## config.mk

```make
export PLATFORM = sky130hd
export DESIGN_NAME = reg_wb
export DESIGN_NICKNAME = d
export VERILOG_FILES = /design/src/rtl/cpu15_pkg.sv /design/src/rtl/reg_merge.sv /design/src/rtl/reg_wb.sv
export SDC_FILE = /design/constraint.sdc
export NUM_CORES = 1
export LEC_CHECK = 0
export BUFFER_PORTS_ARGS = -buffer_cell sky130_fd_sc_hd__buf_2
export CAP_MARGIN = 20
export CORE_ASPECT_RATIO = 0.9
export CORE_MARGIN = 10
export CORE_UTILIZATION = 30
export DETAILED_ROUTE_END_ITERATION = 10
export GPL_TIMING_DRIVEN = 0
export PLACE_DENSITY = 0.62
export SYNTH_ARGS = -nofsm -noshare
export SYNTH_HDL_FRONTEND = slang
export SYNTH_SLANG_ARGS = --single-unit
```

## constraint.sdc

```tcl
create_clock -name CLK_WB -period 2.5 [get_ports CLK_WB]
set_input_delay 0.5 -clock CLK_WB [delete_from_list [all_inputs] [get_ports CLK_WB]]
set_output_delay 0.5 -clock CLK_WB [all_outputs]
set_load 0.01 [all_outputs]
```

## src/rtl/cpu15_pkg.sv

```systemverilog
// Shared definitions for the cpu15 core: write-back mode encodings and
// register file geometry.
package cpu15_pkg;

    localparam int CPU_DATA_W  = 16;
    localparam int CPU_N_REG_W = 3;
    localparam int CPU_NUM_REG = 2 ** CPU_N_REG_W;

    typedef enum logic [1:0] {
        WB_NONE = 2'b00,
        WB_FULL = 2'b01,
        WB_LO   = 2'b10,
        WB_HI   = 2'b11
    } wb_mode_e;

    function automatic logic is_write(input logic [1:0] mode);
        return (mode != WB_NONE);
    endfunction

endpackage

```

## src/rtl/reg_merge.sv

```systemverilog
// Combinational byte merge of a write-back result into an existing register
// value; shared by the commit stage and decode-side forwarding.
module reg_merge
    import cpu15_pkg::*;
#(
    parameter int DATA_W = CPU_DATA_W
) (
    input  logic [DATA_W-1:0] old_val,
    input  logic [DATA_W-1:0] data,
    input  wb_mode_e          mode,
    output logic [DATA_W-1:0] new_val
);

    // Select the merged word; WB_NONE leaves the register unchanged.
    always_comb begin
        new_val = old_val;
        case (mode)
            WB_FULL: new_val = data;
            WB_LO:   new_val = {old_val[DATA_W-1:8], data[7:0]};
            WB_HI:   new_val = {data[7:0], old_val[7:0]};
            WB_NONE: new_val = old_val;
            default: new_val = old_val;
        endcase
    end

endmodule

```

## src/rtl/reg_wb.sv

```systemverilog
// Register write-back stage: two-stage capture/commit pipeline that owns the
// 8 x 16-bit general register file and publishes it to decode.
module reg_wb
    import cpu15_pkg::*;
#(
    parameter int DATA_W  = CPU_DATA_W,
    parameter int N_REG_W = CPU_N_REG_W
) (
    input  logic               CLK_WB,
    input  logic               RESET,
    input  logic               WB_EN,
    input  logic [1:0]         WB_MODE,
    input  logic [N_REG_W-1:0] N_REG_IN,
    input  logic [DATA_W-1:0]  DATA_IN,
    output logic [DATA_W-1:0]  REG_0,
    output logic [DATA_W-1:0]  REG_1,
    output logic [DATA_W-1:0]  REG_2,
    output logic [DATA_W-1:0]  REG_3,
    output logic [DATA_W-1:0]  REG_4,
    output logic [DATA_W-1:0]  REG_5,
    output logic [DATA_W-1:0]  REG_6,
    output logic [DATA_W-1:0]  REG_7,
    output logic               PEND,
    output logic [N_REG_W-1:0] N_REG_PEND,
    output logic               WB_DONE,
    output logic [N_REG_W-1:0] N_REG_DONE
);

    localparam int NUM_REG = 2 ** N_REG_W;

    logic [DATA_W-1:0]  regs_r [NUM_REG];
    logic               cap_valid_r;
    wb_mode_e           cap_mode_r;
    logic [N_REG_W-1:0] cap_idx_r;
    logic [DATA_W-1:0]  cap_data_r;
    logic               done_r;
    logic [N_REG_W-1:0] done_idx_r;
    logic [DATA_W-1:0]  merge_s;

    // Stage 1: latch a valid request; anything else drops the pending flag.
    always_ff @(posedge CLK_WB) begin
        if (RESET) begin
            cap_valid_r <= 1'b0;
            cap_mode_r  <= WB_NONE;
            cap_idx_r   <= {N_REG_W{1'b0}};
            cap_data_r  <= {DATA_W{1'b0}};
        end else if (WB_EN && is_write(WB_MODE)) begin
            cap_valid_r <= 1'b1;
            cap_mode_r  <= wb_mode_e'(WB_MODE);
            cap_idx_r   <= N_REG_IN;
            cap_data_r  <= DATA_IN;
        end else begin
            cap_valid_r <= 1'b0;
        end
    end

    // The merge base is the live register, which already holds the previous
    // commit, so back-to-back byte writes to one register compose correctly.
    reg_merge #(
        .DATA_W (DATA_W)
    ) u_merge (
        .old_val (regs_r[cap_idx_r]),
        .data    (cap_data_r),
        .mode    (cap_mode_r),
        .new_val (merge_s)
    );

    // Stage 2: commit the captured write and pulse the done indication.
    always_ff @(posedge CLK_WB) begin
        if (RESET) begin
            for (int i = 0; i < NUM_REG; i++) begin
                regs_r[i] <= {DATA_W{1'b0}};
            end
            done_r     <= 1'b0;
            done_idx_r <= {N_REG_W{1'b0}};
        end else begin
            done_r <= cap_valid_r;
            if (cap_valid_r) begin
                regs_r[cap_idx_r] <= merge_s;
                done_idx_r        <= cap_idx_r;
            end
        end
    end

    assign REG_0      = regs_r[0];
    assign REG_1      = regs_r[1];
    assign REG_2      = regs_r[2];
    assign REG_3      = regs_r[3];
    assign REG_4      = regs_r[4];
    assign REG_5      = regs_r[5];
    assign REG_6      = regs_r[6];
    assign REG_7      = regs_r[7];
    assign PEND       = cap_valid_r;
    assign N_REG_PEND = cap_idx_r;
    assign WB_DONE    = done_r;
    assign N_REG_DONE = done_idx_r;

endmodule

```

==> qor.csv <==
metric;value;unit
insertion_delay;0.43;ns
report.final.slew_viol_count;0;
regToRegSetupSlack;0.02;ns
antenna_found_initial;0;
htreeDepth;4;
root_buffer;clkbuf_16;
overflow;0;
ir_drop;0.307;mV
coreArea;22300;um2
drive_above_1_share;37.4;%
critPathMaxFanout;10;
cp-end-kind;register;
r2r_start;cap_mode_r[0];
port_buffers;159;
nNetsFinal;672;
area_growth;26.4;%
worstSetupPathType;reg -> reg;
io_pins;160;
yosysSeqAreaShare;64.5;%
synth_fp_nets;490;
r2r-end;regs_r[1][15];
instances_no_fill;955;
die_h;162;um
numCtsBuffers;17;
viasPerCell;4.97;
route.detailed.drc;0;
yosysWarnings;0;
antenna_cells;0;
num-fill-cells;2147;
cp-start-kind;register;
final_util;38.3;%
tritoncts;done;
maxCapViolCount;0;
dieWidth;178;um
min_to;cap_data_r[15];
path_clk_slew;0.07;ns
drt_pre_antenna_iters;4;
grt_max_degree;17;
total_leakage_power;0.00303;uW
cp_data_required_time;2.56;ns
yosysUniqueCellTypes;34;
synth_edf_count;128;
setup-violations-final;0;
synthFlopType;edfxtp_1;
synth_area;6760;um2
synth_seq_cells;154;
reg2regPathDepth;6;
hold_violations;0;
tightest_slew;0.839;ns
row_count;52;
max_freq;403;MHz
num_vias;4749;
post-route-period-util;99.3;%
hold_path_class;in -> reg;
fin_tns_setup;0;ns
clkSinkCount;154;
async_reset_ff_share;0;%
rsz0062_at_grt;yes;
start_util;30.3;%
grt_pass1_vias;4863;
hpwl;14800;um
timing.hold.ws;0.323;ns
grt_pass1_wl;31100;um
worstHoldStart;DATA_IN[15];
drt_wl_total;20800;um
synth_cells;463;
drtIter0Drc;520;
ant_nets;0;
syn_avg_cell_area;14.6;um2
hold_path_depth;3;
arrival;2.54;ns
avgRoutedWirePerCell;21.8;um
clock_skew;0.0117;ns
post-cts-setup-buffers;0;
dieArea;29000;um2
min_period;2.48;ns
clock_path_buffers;2;
relSlewSlack;44.0;%
status;finished clean;
dp_cells;923;
pwr_density_cell;685;nW/um2
gp_congestion;0.767;
grt_util_all_layers;14.3;%
where the power goes:
group / switching, uW / internal (uW) / total, uW / leakage (uW)
sequential: 75.9 / 2870 / 2940 / 0.00154
clock: 1120 / 1290 / 2410 / 0.000254
combinational: 322 / 177 / 499 / 0.00124
total: 1520 / 4340 / 5860 / 0.00303
cell type report:
class / count / area (um2) / share of cell area, %
timing repair buffer: 163 / 821 / 9.60
sequential: 154 / 4360 / 51.1
inverter: 3 / 11.3 / 0.132
clock inverter: 14 / 115 / 1.35
tap: 297 / 372 / 4.35
clock buffer: 18 / 429 / 5.02
multi-input combinational: 249 / 2140 / 25.0
buffer: 57 / 295 / 3.45
Yosys cell counts, types with 4 or more instances:
cell       number  share of area [%]
edfxtp_1      128                 57
nor4b_1        64                8.3
a211oi_1       48                5.3
nand2b_1       42                3.9
clkbuf_1       29                1.6
dfxtp_1        26                7.7
mux2i_1        21                3.1
buf_2          16                1.2
o21ai_0        14                1.0
a2111oi_2      11                2.4
nand2_1         9               0.50
buf_6           7                1.2
or3b_1          6               0.78
a2111oi_4       5                2.0
o31ai_1         4               0.44
per-layer routing:
metal	global-route usage [%]	wire [um]
met5	0	0
met4	3.76	251
met3	4.52	1640
met2	21.6	9540
met1	19.4	9400
logic make-up after synthesis:
logic type | synth area share [%]
flops | 64.5
buf+inv | 4.51
simple gates | 15.8
compound gates | 11.5
fa+ha+maj | 0.555
mux | 3.11
per-stage QoR:
stage	area (um2)	worst slack, ns	total power (uW)
CTS	8510	0.0133	5880
detailed placement	7960	-0.305	3490
global placement	7930	-0.387	3480
global route	8550	-0.191	6050
floorplan	6760	0.129	3260
finish	8550	0.0180	5860
how the worst max path moves through the flow:
stage	start	to	slack, ns
floorplan	cap_mode_r[0]	regs_r[3][10]	0.13
global placement	RESET	regs_r[3][7]	-0.39
detailed placement	RESET	regs_r[0][4]	-0.31
CTS	cap_mode_r[0]	regs_r[1][15]	0.01
global route	cap_mode_r[0]	regs_r[7][15]	-0.19
finish	cap_mode_r[0]	regs_r[1][15]	0.02
critical path, stage by stage (launching register included):
cell and delay (ns):
dfxtp_1 0.34, inv_1 0.08, ha_1 0.30, or3_1 0.36
buf_6 0.16, clkbuf_1 0.24, o21ai_1 0.63
cell usage in the layout (no fill, tap or decap), drive strengths merged:
master	netlist	final
nand3b	2	2
nand2b	42	42
mux2i	21	21
or4b	1	1
a21oi	1	1
edfxtp	128	128
a211oi	48	48
and2	1	1
ha	3	3
nor4b	64	64
nand4	1	1
nor2	2	2
buf	28	191
nand4bb	3	3
a2111oi	16	16
o21ai	14	14
or3b	8	8
o31ai	4	4
nand4b	3	3
or3	1	1
or2	1	1
clkinv	0	4
o21a	1	1
nor2b	2	2
nand2	10	10
inv	3	9
dfxtp	26	26
clkinvlp	0	4
clkbuf	29	47
sequential cells by signal, indices dropped and copies added, names as in the netlist:
name / count
regs_r: 128
cap_data_r: 16
N_REG_DONE: 3
N_REG_PEND: 3
cap_mode_r: 2
PEND: 1
WB_DONE: 1
repair_timing:
item / 4_1_cts / 5_1_grt
hold buffers: 0 / 0
setup endpoints to repair: 110 / 86
resized for setup: 16 / 7
(Power assumes the default switching activity.)
